### src/rtl/timer_peripheral.sv
// timer_peripheral
// Memory-mapped timer / IO block in the 0x4xxx_xxxx window of the
// single-cycle CPU. Holds a reloadable interval timer (TH/TL/TCON) with
// interrupt, a free-running system tick, and the LED, switch and
// 7-segment registers.
//
// Ports
//   clk         system clock, rising edge
//   reset       synchronous, active-high
//   MemRead     CPU load strobe
//   MemWrite    CPU store strobe
//   Address     byte address, [31:28]==4'h4 selects this block, [4:2] = word
//   Write_data  store data
//   Read_data   combinational load data (0 when not selected)
//   led         LED register
//   switch      board switches (read-only register)
//   digi        7-segment register, active-high
//   irqout      interrupt request = irq_en & irq_status
//
// Register map (word offset Address[4:2])
//   0 TH | 1 TL | 2 TCON{status,en,run} | 3 LED | 4 SWITCH | 5 DIGI
//   6 SYSTICK | 7 reads 0

module timer_peripheral #(
   parameter int PRESCALE   = 1,
   parameter int SYSTICK_EN = 1
) (
   input  logic        clk,
   input  logic        reset,
   input  logic        MemRead,
   input  logic        MemWrite,
   input  logic [31:0] Address,
   input  logic [31:0] Write_data,
   output logic [31:0] Read_data,
   output logic [7:0]  led,
   input  logic [7:0]  switch,
   output logic [11:0] digi,
   output logic        irqout
);

   localparam int            PW       = (PRESCALE > 1) ? $clog2(PRESCALE) : 1;
   localparam logic [PW-1:0] PRE_LAST = PW'(PRESCALE - 1);

   localparam logic [2:0] OFF_TH      = 3'd0;
   localparam logic [2:0] OFF_TL      = 3'd1;
   localparam logic [2:0] OFF_TCON    = 3'd2;
   localparam logic [2:0] OFF_LED     = 3'd3;
   localparam logic [2:0] OFF_SWITCH  = 3'd4;
   localparam logic [2:0] OFF_DIGI    = 3'd5;
   localparam logic [2:0] OFF_SYSTICK = 3'd6;

   logic [31:0]   r_th;
   logic [31:0]   r_tl;
   logic [2:0]    r_tcon;
   logic [7:0]    r_led;
   logic [11:0]   r_digi;
   logic [PW-1:0] r_pre;

   logic          w_sel;
   logic [2:0]    w_off;
   logic          w_wr;
   logic          w_wr_th;
   logic          w_wr_tl;
   logic          w_wr_tcon;
   logic          w_wr_systick;
   logic          w_tick;
   logic          w_ovf;
   logic          w_irq_set;
   logic [31:0]   w_systick;
   logic          w_unused_addr;

   // Address[27:5] and [1:0] are deliberately not decoded (the map aliases).
   assign w_unused_addr = ^{Address[27:5], Address[1:0]};

   assign w_sel        = (Address[31:28] == 4'h4);
   assign w_off        = Address[4:2];
   assign w_wr         = MemWrite && w_sel;
   assign w_wr_th      = w_wr && (w_off == OFF_TH);
   assign w_wr_tl      = w_wr && (w_off == OFF_TL);
   assign w_wr_tcon    = w_wr && (w_off == OFF_TCON);
   assign w_wr_systick = w_wr && (w_off == OFF_SYSTICK);

   assign w_tick    = r_tcon[0] && (r_pre == PRE_LAST);
   // A CPU write to TL suppresses both the increment and the reload event.
   assign w_ovf     = w_tick && (r_tl == 32'hFFFF_FFFF) && !w_wr_tl;
   assign w_irq_set = w_ovf && r_tcon[1];

   // Prescaler: held at 0 while stopped; TL/TCON writes restart it.
   always_ff @(posedge clk) begin
      if (reset) begin
         r_pre <= '0;
      end else if (!r_tcon[0] || w_wr_tl || w_wr_tcon || w_tick) begin
         r_pre <= '0;
      end else begin
         r_pre <= r_pre + 1'b1;
      end
   end

   always_ff @(posedge clk) begin
      if (reset) begin
         r_th <= '0;
      end else if (w_wr_th) begin
         r_th <= Write_data;
      end
   end

   // On overflow TL reloads from the current TH, so a TH write in the same
   // cycle only takes effect at the following overflow.
   always_ff @(posedge clk) begin
      if (reset) begin
         r_tl <= '0;
      end else if (w_wr_tl) begin
         r_tl <= Write_data;
      end else if (w_ovf) begin
         r_tl <= r_th;
      end else if (w_tick) begin
         r_tl <= r_tl + 32'd1;
      end
   end

   // A hardware overflow set always beats a software clear in the same cycle.
   always_ff @(posedge clk) begin
      if (reset) begin
         r_tcon <= '0;
      end else if (w_wr_tcon) begin
         r_tcon <= {Write_data[2] | w_irq_set, Write_data[1:0]};
      end else if (w_irq_set) begin
         r_tcon[2] <= 1'b1;
      end
   end

   always_ff @(posedge clk) begin
      if (reset) begin
         r_led  <= '0;
         r_digi <= '0;
      end else begin
         if (w_wr && (w_off == OFF_LED)) begin
            r_led <= Write_data[7:0];
         end
         if (w_wr && (w_off == OFF_DIGI)) begin
            r_digi <= Write_data[11:0];
         end
      end
   end

   generate
      if (SYSTICK_EN != 0) begin : g_systick
         logic [31:0] r_systick;
         always_ff @(posedge clk) begin
            if (reset) begin
               r_systick <= '0;
            end else if (w_wr_systick) begin
               r_systick <= Write_data;
            end else begin
               r_systick <= r_systick + 32'd1;
            end
         end
         assign w_systick = r_systick;
      end else begin : g_no_systick
         assign w_systick = 32'h0;
      end
   endgenerate

   always_comb begin
      Read_data = 32'h0;
      if (MemRead && w_sel) begin
         case (w_off)
            OFF_TH:      Read_data = r_th;
            OFF_TL:      Read_data = r_tl;
            OFF_TCON:    Read_data = {29'h0, r_tcon};
            OFF_LED:     Read_data = {24'h0, r_led};
            OFF_SWITCH:  Read_data = {24'h0, switch};
            OFF_DIGI:    Read_data = {20'h0, r_digi};
            OFF_SYSTICK: Read_data = w_systick;
            default:     Read_data = 32'h0;
         endcase
      end
   end

   assign led    = r_led;
   assign digi   = r_digi;
   assign irqout = r_tcon[1] & r_tcon[2];

endmodule

### config.mk
export PLATFORM = sky130hd
export DESIGN_NAME = timer_peripheral
export DESIGN_NICKNAME = d
export VERILOG_FILES = /design/src/rtl/timer_peripheral.sv
export SDC_FILE = /design/constraint.sdc
export NUM_CORES = 1
export LEC_CHECK = 0
export CAP_MARGIN = 20
export CORE_ASPECT_RATIO = 0.8
export CORE_MARGIN = 10
export CORE_UTILIZATION = 55
export CTS_BUF_LIST = sky130_fd_sc_hd__clkbuf_8
export CTS_CLUSTER_SIZE = 28
export DETAILED_ROUTE_END_ITERATION = 8
export PLACE_DENSITY = 0.84
export SLEW_MARGIN = 20
export SYNTH_ARGS = -nofsm -noshare
export SYNTH_HDL_FRONTEND = slang
export SYNTH_SLANG_ARGS = --single-unit
### constraint.sdc
create_clock -name clk -period 3.5 [get_ports clk]
set_input_delay 0.7 -clock clk [delete_from_list [all_inputs] [get_ports clk]]
set_output_delay 0.7 -clock clk [all_outputs]
set_load 0.02 [all_outputs]
==> results.md <==
- R2r endpoint: r_tl[7]
- Register area share after synthesis: 35.4%
- Critical path endpoint category: primary output
- Post-Synthesis Cell Area: 6790 µm²
- P&R area growth vs syn: 27.3%
- Yosys cell types: 58
- FMAX: 0.294 GHz
- Critical path arrival: 2.71 ns
- Max incr delay on CP: 0.62 ns
- Worst path required time: 2.80 ns
- Status: completed
- Final Wtd Congestion: 0.959
- Yosys warnings: 0
- Setup TNS: 0 ns
- PortBufs: 103
- Final Hold Fails: 0
- Total Power: 0.00304 W
- Synth area leader: dfxtp_1
- Routed vias/inst: 6.39
- Max_cap viols: 0
- Starting Density: 56.1%
- Iteration count of the initial detailed-routing pass: 7
- Die extent in x: 144 µm
- CTS clk-pin slew, worst paths: 0.08 ns
- EDFF count, synth: 0
- Gr usage total: 26.0%
- Final WL: 22700 µm
- Fillers: 928
- Post-Syn Instances: 839
- Chip Height: 119 µm
- Register area: 2400 µm²
- Fraction of layout cells with a size suffix above 1: 13.3%
- Worst-margin pin slew: 0.711 ns
- Top cell by count, worst path: clkdlybuf4s50_1
- Post-CTS Hold Buffers: 0
- Most numerous cell in the Yosys netlist: dfxtp_1
- Cell family with most CP delay: buffers and inverters
- Asr flop ratio synth: 0%
- Startpoint Class: input port
- Initial antenna violation count: 0
- Worst hold slack: 0.474 ns
- Worst-Skew Late Latency: 0.46 ns
- Post-CTS Repair Setup Buffers: 0
- Core ar.: 12100 µm²
- Period utilization: 97.3%
- DIE AREA: 17200 µm²
- Crit path time final: 3.41 ns
- First-pass GRT wire length: 36000 µm
- R2R depth: 7
- Dpl hpwl: 16200 µm
- Worst IR Drop VDD: 0.000235 V
- Slew HR: 52.6%
- R2R Setup Slk: 0.95 ns
- Final setup vio count: 0
- Vias post-DR: 7088
- Clock Path Buffers: 2
- Largest net degree at the start of global routing: 68
- Layout Nets: 1023
- Synthesized flop and latch total: 120
- Leak Pwr: 3.29 nW
- CP bufs+invs: 3
- Max-slew violation count: 0
- Area of the multi-input gates: 4160 µm²
- Syn avg cell area: 8.10 µm²
- Top post-synthesis cells by area: dfxtp_1 (35%), a22oi_1 (6.2%), nand2_1 (6.2%), nor2_1 (6.1%), mux2i_1 (4.6%)
- # rows: 36
- Hold WC Path Type: flip-flop to flip-flop
- CP Cell Sequence: clkdlybuf4s50_1 > nor4b_2 > buf_4 > nand2_1 > a31o_2 > nor2_1 > clkdlybuf4s50_1
- CTS buffer count: 17
- CTS tree: yes
- Clock Skew: 0.00922 ns
- Hold Path End: r_th[22]
- Root buffer cell: clkbuf_8
- Post-layout util: 71.4%
- Clock sinks: 120
- Pwr dens: 352 nW/µm²
- Number of DRC markers in iteration 0: 978
- I/O Pins: 129
- Worst hold start: r_th[22]
- Top cells by count, synth: dfxtp_1 (120), nand2_1 (112), nor2_1 (111)
- Vias in the first global route: 6686
- Worst setup path category: input port to primary output
- Remaining DRCs: 0
- Worst path slowest cell: clkdlybuf4s50_1
- Detailed-route wire length per cell: 20.5 µm
- Largest fanout on the critical path: 11
- RR Startpoint: r_tl[0]
- GRT Residual Overflow: 0
- Diodes inserted: 0
- Post-Syn Nets: 917
- CTS H-tree lvls: 4
- Antenna viol nets, final: 0
- Hold Path Cell Cnt: 2
- Post-synth top area share: 35.4%
- Top FF cell, synth: dfxtp_1
-- how the worst max path moves through the flow --
stage	start	end	depth (start not counted)
floorplan	Address[29]	Read_data[6]	6
global placement	Address[29]	Read_data[27]	8
detailed placement	Address[29]	Read_data[6]	7
CTS	Address[29]	Read_data[9]	7
global route	Address[29]	Read_data[1]	7
finish	Address[29]	Read_data[1]	7
-- power by group --
group | switching, W | leakage, nW | internal (W)
Clock | 0.000589 | 0.232 | 0.000851
Combinational | 0.000120 | 2.09 | 0.000101
Sequential | 0.00000799 | 0.967 | 0.00137
Total | 0.000716 | 3.29 | 0.00232
-- tightest hold or removal path, stage by stage (launching register included) --
cell,delay (ns)
dfxtp_1,0.33
nand2_1,0.06
a21oi_1,0.05
-- routing by layer --
layer,vias to the layer above,routed length [µm],global-route usage [%]
met5,-,0,0
met4,0,533,9.08
met3,52,2820,7.98
met2,429,9930,37.4
met1,3337,9460,35.9
li1,3270,-,-
-- stage by stage --
step	worst slack, ns	instances	area, µm²
3_5_place_dp	-0.112	1078	8210
6_report	0.0941	1110	8650
2_1_floorplan	0.422	839	6790
3_3_place_gp	-0.0566	1078	8210
5_1_grt	-0.00382	1110	8650
4_1_cts	0.0240	1110	8630
-- cell usage in the layout, fill, tap and decap left out, drive strengths merged, types with 3 or more instances in the layout --
cell type	Yosys	routed
o32ai	6	6
a211oi	28	28
xor2	33	33
o22ai	13	13
and2	7	7
nor3	7	7
a31oi	5	5
dlymetal6s2s	0	4
nor2	112	112
nand2	112	112
a22oi	56	56
nand3	27	27
clkbuf	49	21
o31ai	4	4
bufinv	0	4
clkinv	0	6
dfxtp	120	120
or3	6	6
and3	17	17
xnor2	15	15
dlygate4sd2	0	26
clkdlybuf4s50	0	71
nor2b	4	4
mux4	5	5
nor4	4	4
a311oi	7	7
o21ai	19	19
and4	6	6
a21oi	61	61
buf	13	48
o211ai	3	3
mux2	27	27
mux2i	31	31
nand4	16	16
a22o	4	4
-- logic make-up after synthesis --
kind of cell    count (synthesis)  synth area share [%]
buf+inv                        64                  3.72
flops                         120                  35.4
xor+xnor                       48                  6.19
compound gates                218                  21.5
other cells                     1                0.0552
mux                            63                  10.7
fa+ha+maj                       2                 0.368
simple gates                  323                  22.1
-- flip-flops by register name (all words and copies together) (netlist names) --
| register | count |
|---|---|
| r_tl | 32 |
| r_th | 32 |
| led | 8 |
| r_tcon | 3 |
| r_pre | 1 |
| g_systick.r_systick | 32 |
| digi | 12 |
-- final cells by class --
| class | instances | area share [%] |
|---|---|---|
| tap | 152 | 2.20 |
| sequential | 120 | 27.8 |
| inverter | 2 | 0.0868 |
| clock buffer | 21 | 3.34 |
| timing repair buffer | 149 | 16.6 |
| clock inverter | 11 | 1.95 |
| multi-input combinational | 655 | 48.1 |
-- repair_timing --
item | 4_1_cts | 5_1_grt
resized for setup | 26 | 5
pin swaps | 0 | 0
endpoints found under the setup margin | 26 | 4
No activity file was read; power rests on OpenSTA's default activity.
==> variant: new RTL, config.mk and constraints unchanged <==
Add an input register stage for `MemRead`, `MemWrite`, `Address`, `Write_data` and `switch`, with the module's reset; this delays them by one clock.
--- a/src/rtl/timer_peripheral.sv
+++ b/src/rtl/timer_peripheral.sv
@@ -49,6 +49,28 @@
    localparam logic [2:0] OFF_DIGI    = 3'd5;
    localparam logic [2:0] OFF_SYSTICK = 3'd6;
 
+   logic MemRead_q;
+   logic MemWrite_q;
+   logic [31:0] Address_q;
+   logic [31:0] Write_data_q;
+   logic [7:0] switch_q;
+
+   always_ff @(posedge clk) begin
+      if (reset) begin
+         MemRead_q    <= '0;
+         MemWrite_q   <= '0;
+         Address_q    <= '0;
+         Write_data_q <= '0;
+         switch_q     <= '0;
+      end else begin
+         MemRead_q    <= MemRead;
+         MemWrite_q   <= MemWrite;
+         Address_q    <= Address;
+         Write_data_q <= Write_data;
+         switch_q     <= switch;
+      end
+   end
+
    logic [31:0]   r_th;
    logic [31:0]   r_tl;
    logic [2:0]    r_tcon;
@@ -70,11 +92,11 @@
    logic          w_unused_addr;
 
    // Address[27:5] and [1:0] are deliberately not decoded (the map aliases).
-   assign w_unused_addr = ^{Address[27:5], Address[1:0]};
-
-   assign w_sel        = (Address[31:28] == 4'h4);
-   assign w_off        = Address[4:2];
-   assign w_wr         = MemWrite && w_sel;
+   assign w_unused_addr = ^{Address_q[27:5], Address_q[1:0]};
+
+   assign w_sel        = (Address_q[31:28] == 4'h4);
+   assign w_off        = Address_q[4:2];
+   assign w_wr         = MemWrite_q && w_sel;
    assign w_wr_th      = w_wr && (w_off == OFF_TH);
    assign w_wr_tl      = w_wr && (w_off == OFF_TL);
    assign w_wr_tcon    = w_wr && (w_off == OFF_TCON);
@@ -100,7 +122,7 @@
       if (reset) begin
          r_th <= '0;
       end else if (w_wr_th) begin
-         r_th <= Write_data;
+         r_th <= Write_data_q;
       end
    end
 
@@ -110,7 +132,7 @@
       if (reset) begin
          r_tl <= '0;
       end else if (w_wr_tl) begin
-         r_tl <= Write_data;
+         r_tl <= Write_data_q;
       end else if (w_ovf) begin
          r_tl <= r_th;
       end else if (w_tick) begin
@@ -123,7 +145,7 @@
       if (reset) begin
          r_tcon <= '0;
       end else if (w_wr_tcon) begin
-         r_tcon <= {Write_data[2] | w_irq_set, Write_data[1:0]};
+         r_tcon <= {Write_data_q[2] | w_irq_set, Write_data_q[1:0]};
       end else if (w_irq_set) begin
          r_tcon[2] <= 1'b1;
       end
@@ -135,10 +157,10 @@
          r_digi <= '0;
       end else begin
          if (w_wr && (w_off == OFF_LED)) begin
-            r_led <= Write_data[7:0];
+            r_led <= Write_data_q[7:0];
          end
          if (w_wr && (w_off == OFF_DIGI)) begin
-            r_digi <= Write_data[11:0];
+            r_digi <= Write_data_q[11:0];
          end
       end
    end
@@ -150,7 +172,7 @@
             if (reset) begin
                r_systick <= '0;
             end else if (w_wr_systick) begin
-               r_systick <= Write_data;
+               r_systick <= Write_data_q;
             end else begin
                r_systick <= r_systick + 32'd1;
             end
@@ -163,13 +185,13 @@
 
    always_comb begin
       Read_data = 32'h0;
-      if (MemRead && w_sel) begin
+      if (MemRead_q && w_sel) begin
          case (w_off)
             OFF_TH:      Read_data = r_th;
             OFF_TL:      Read_data = r_tl;
             OFF_TCON:    Read_data = {29'h0, r_tcon};
             OFF_LED:     Read_data = {24'h0, r_led};
-            OFF_SWITCH:  Read_data = {24'h0, switch};
+            OFF_SWITCH:  Read_data = {24'h0, switch_q};
             OFF_DIGI:    Read_data = {20'h0, r_digi};
             OFF_SYSTICK: Read_data = w_systick;
             default:     Read_data = 32'h0;
Check against the original RTL: not equivalent (Yosys sat finds a counterexample within 4 cycles, from zero or initial values and one cycle with reset high).
==> variant against the unedited design <==
- clock skew is 6.1 ps higher
- critical path depth is 2 lower
- area after synthesis is 20% higher
- setup slack better by 66 ps
- power is 20% higher
- sequential cell count is 49 higher
- via count is 13% higher
- cell area is 13% higher
- routed wire length is 7.1% higher
- critical endpoint is now Read_data[4]
==> variant: results <==
[global_route]
use_met1_pct = 32.3
grt_pass1_vias = 7306
grt_pass1_wl_mm = 39.0
grt_start_max_net_pins = 64
grtUsageTotal_pct = 23.8
grt_use_met2_pct = 34.9
met3_usage_pct = 8.20

[routing]
wl_met2_mm = 10.4
dr.pass1.iters = 6
dr.first_iter.drc_count = 996
drt-met1-wl_mm = 10.4
met3_length_mm = 3.13
vias = 8043

[yosys]
synth_cell_types = 52
synth_area_leaders = dfxtp_1 41%, a22oi_1 6.5%, nand2_1 5.4%
synth-compound-area-share_pct = 21.0
synth_mux_area_share_pct = 4.68
synth_top_cells_by_count = 169 x dfxtp_1, 117 x nand2_1, 77 x nor2_1

[worst_hold_path]
min_from = r_th[9]$_SDFFE_PP0P_

[worst_setup_path]
cp_data_arrival_time_ps = 2640
critical_path.max_stage_delay_ps = 670
worstReg2RegStart = g_systick.r_systick[0]$_SDFF_PP0_
critPathCapture = Read_data[4]
cp-startpoint = Address_q[2]$_SDFF_PP0_

[layout]
layout-drive-gt1-share_pct = 9.12
fillers = 1168

[placed_design]
pre_cts_ws_ps = 459
dp_hpwl_mm = 16.5

[power_and_ir_drop]
peakVddDrop_uv = 271
p_leak_nw = 3.16
switchingPower_uw = 902

[run_status]
status = complete, no violations

[timing]
min_period_ps = 3340
max-slew-margin-rel_pct = 43.7
whs_ps = 473
fin_skew_ps = 15.4

[clocking]
clock_latency_ps = 490
cts.clk_slew.worst_paths_ps = 100
variant: power groups by stage:
stage                     sequential (mW)  clock (mW)  combinational, mW
after floorplan                      2.02           0              0.104
final                                2.00        1.44              0.193
after global routing                 2.01        1.53              0.206
after CTS                            2.00        1.45              0.191
after global placement               2.04           0              0.184
after detailed placement             2.04           0              0.190
variant: final cells by class:
cell class	count	share of cell area [%]
Multi-Input combinational cell	732	45.7
Clock buffer	19	2.68
Tap cell	184	2.36
Timing Repair Buffer	129	12.5
Clock inverter	13	1.49
Inverter	13	0.500
Sequential cell	169	34.7
variant: metrics by stage:
step	util [%]	area, um^2	std cells
global route	67.5	9760	1259
floorplan	-	8180	996
global placement	64.6	9320	1227
finish	67.5	9760	1259
CTS	67.4	9740	1259
detailed placement	64.6	9320	1227
variant: what timing repair did:
action	in CTS	in global routing
gates cloned	0	0
gates resized for setup	1	4
setup endpoints to repair	19	12
setup buffers	0	0
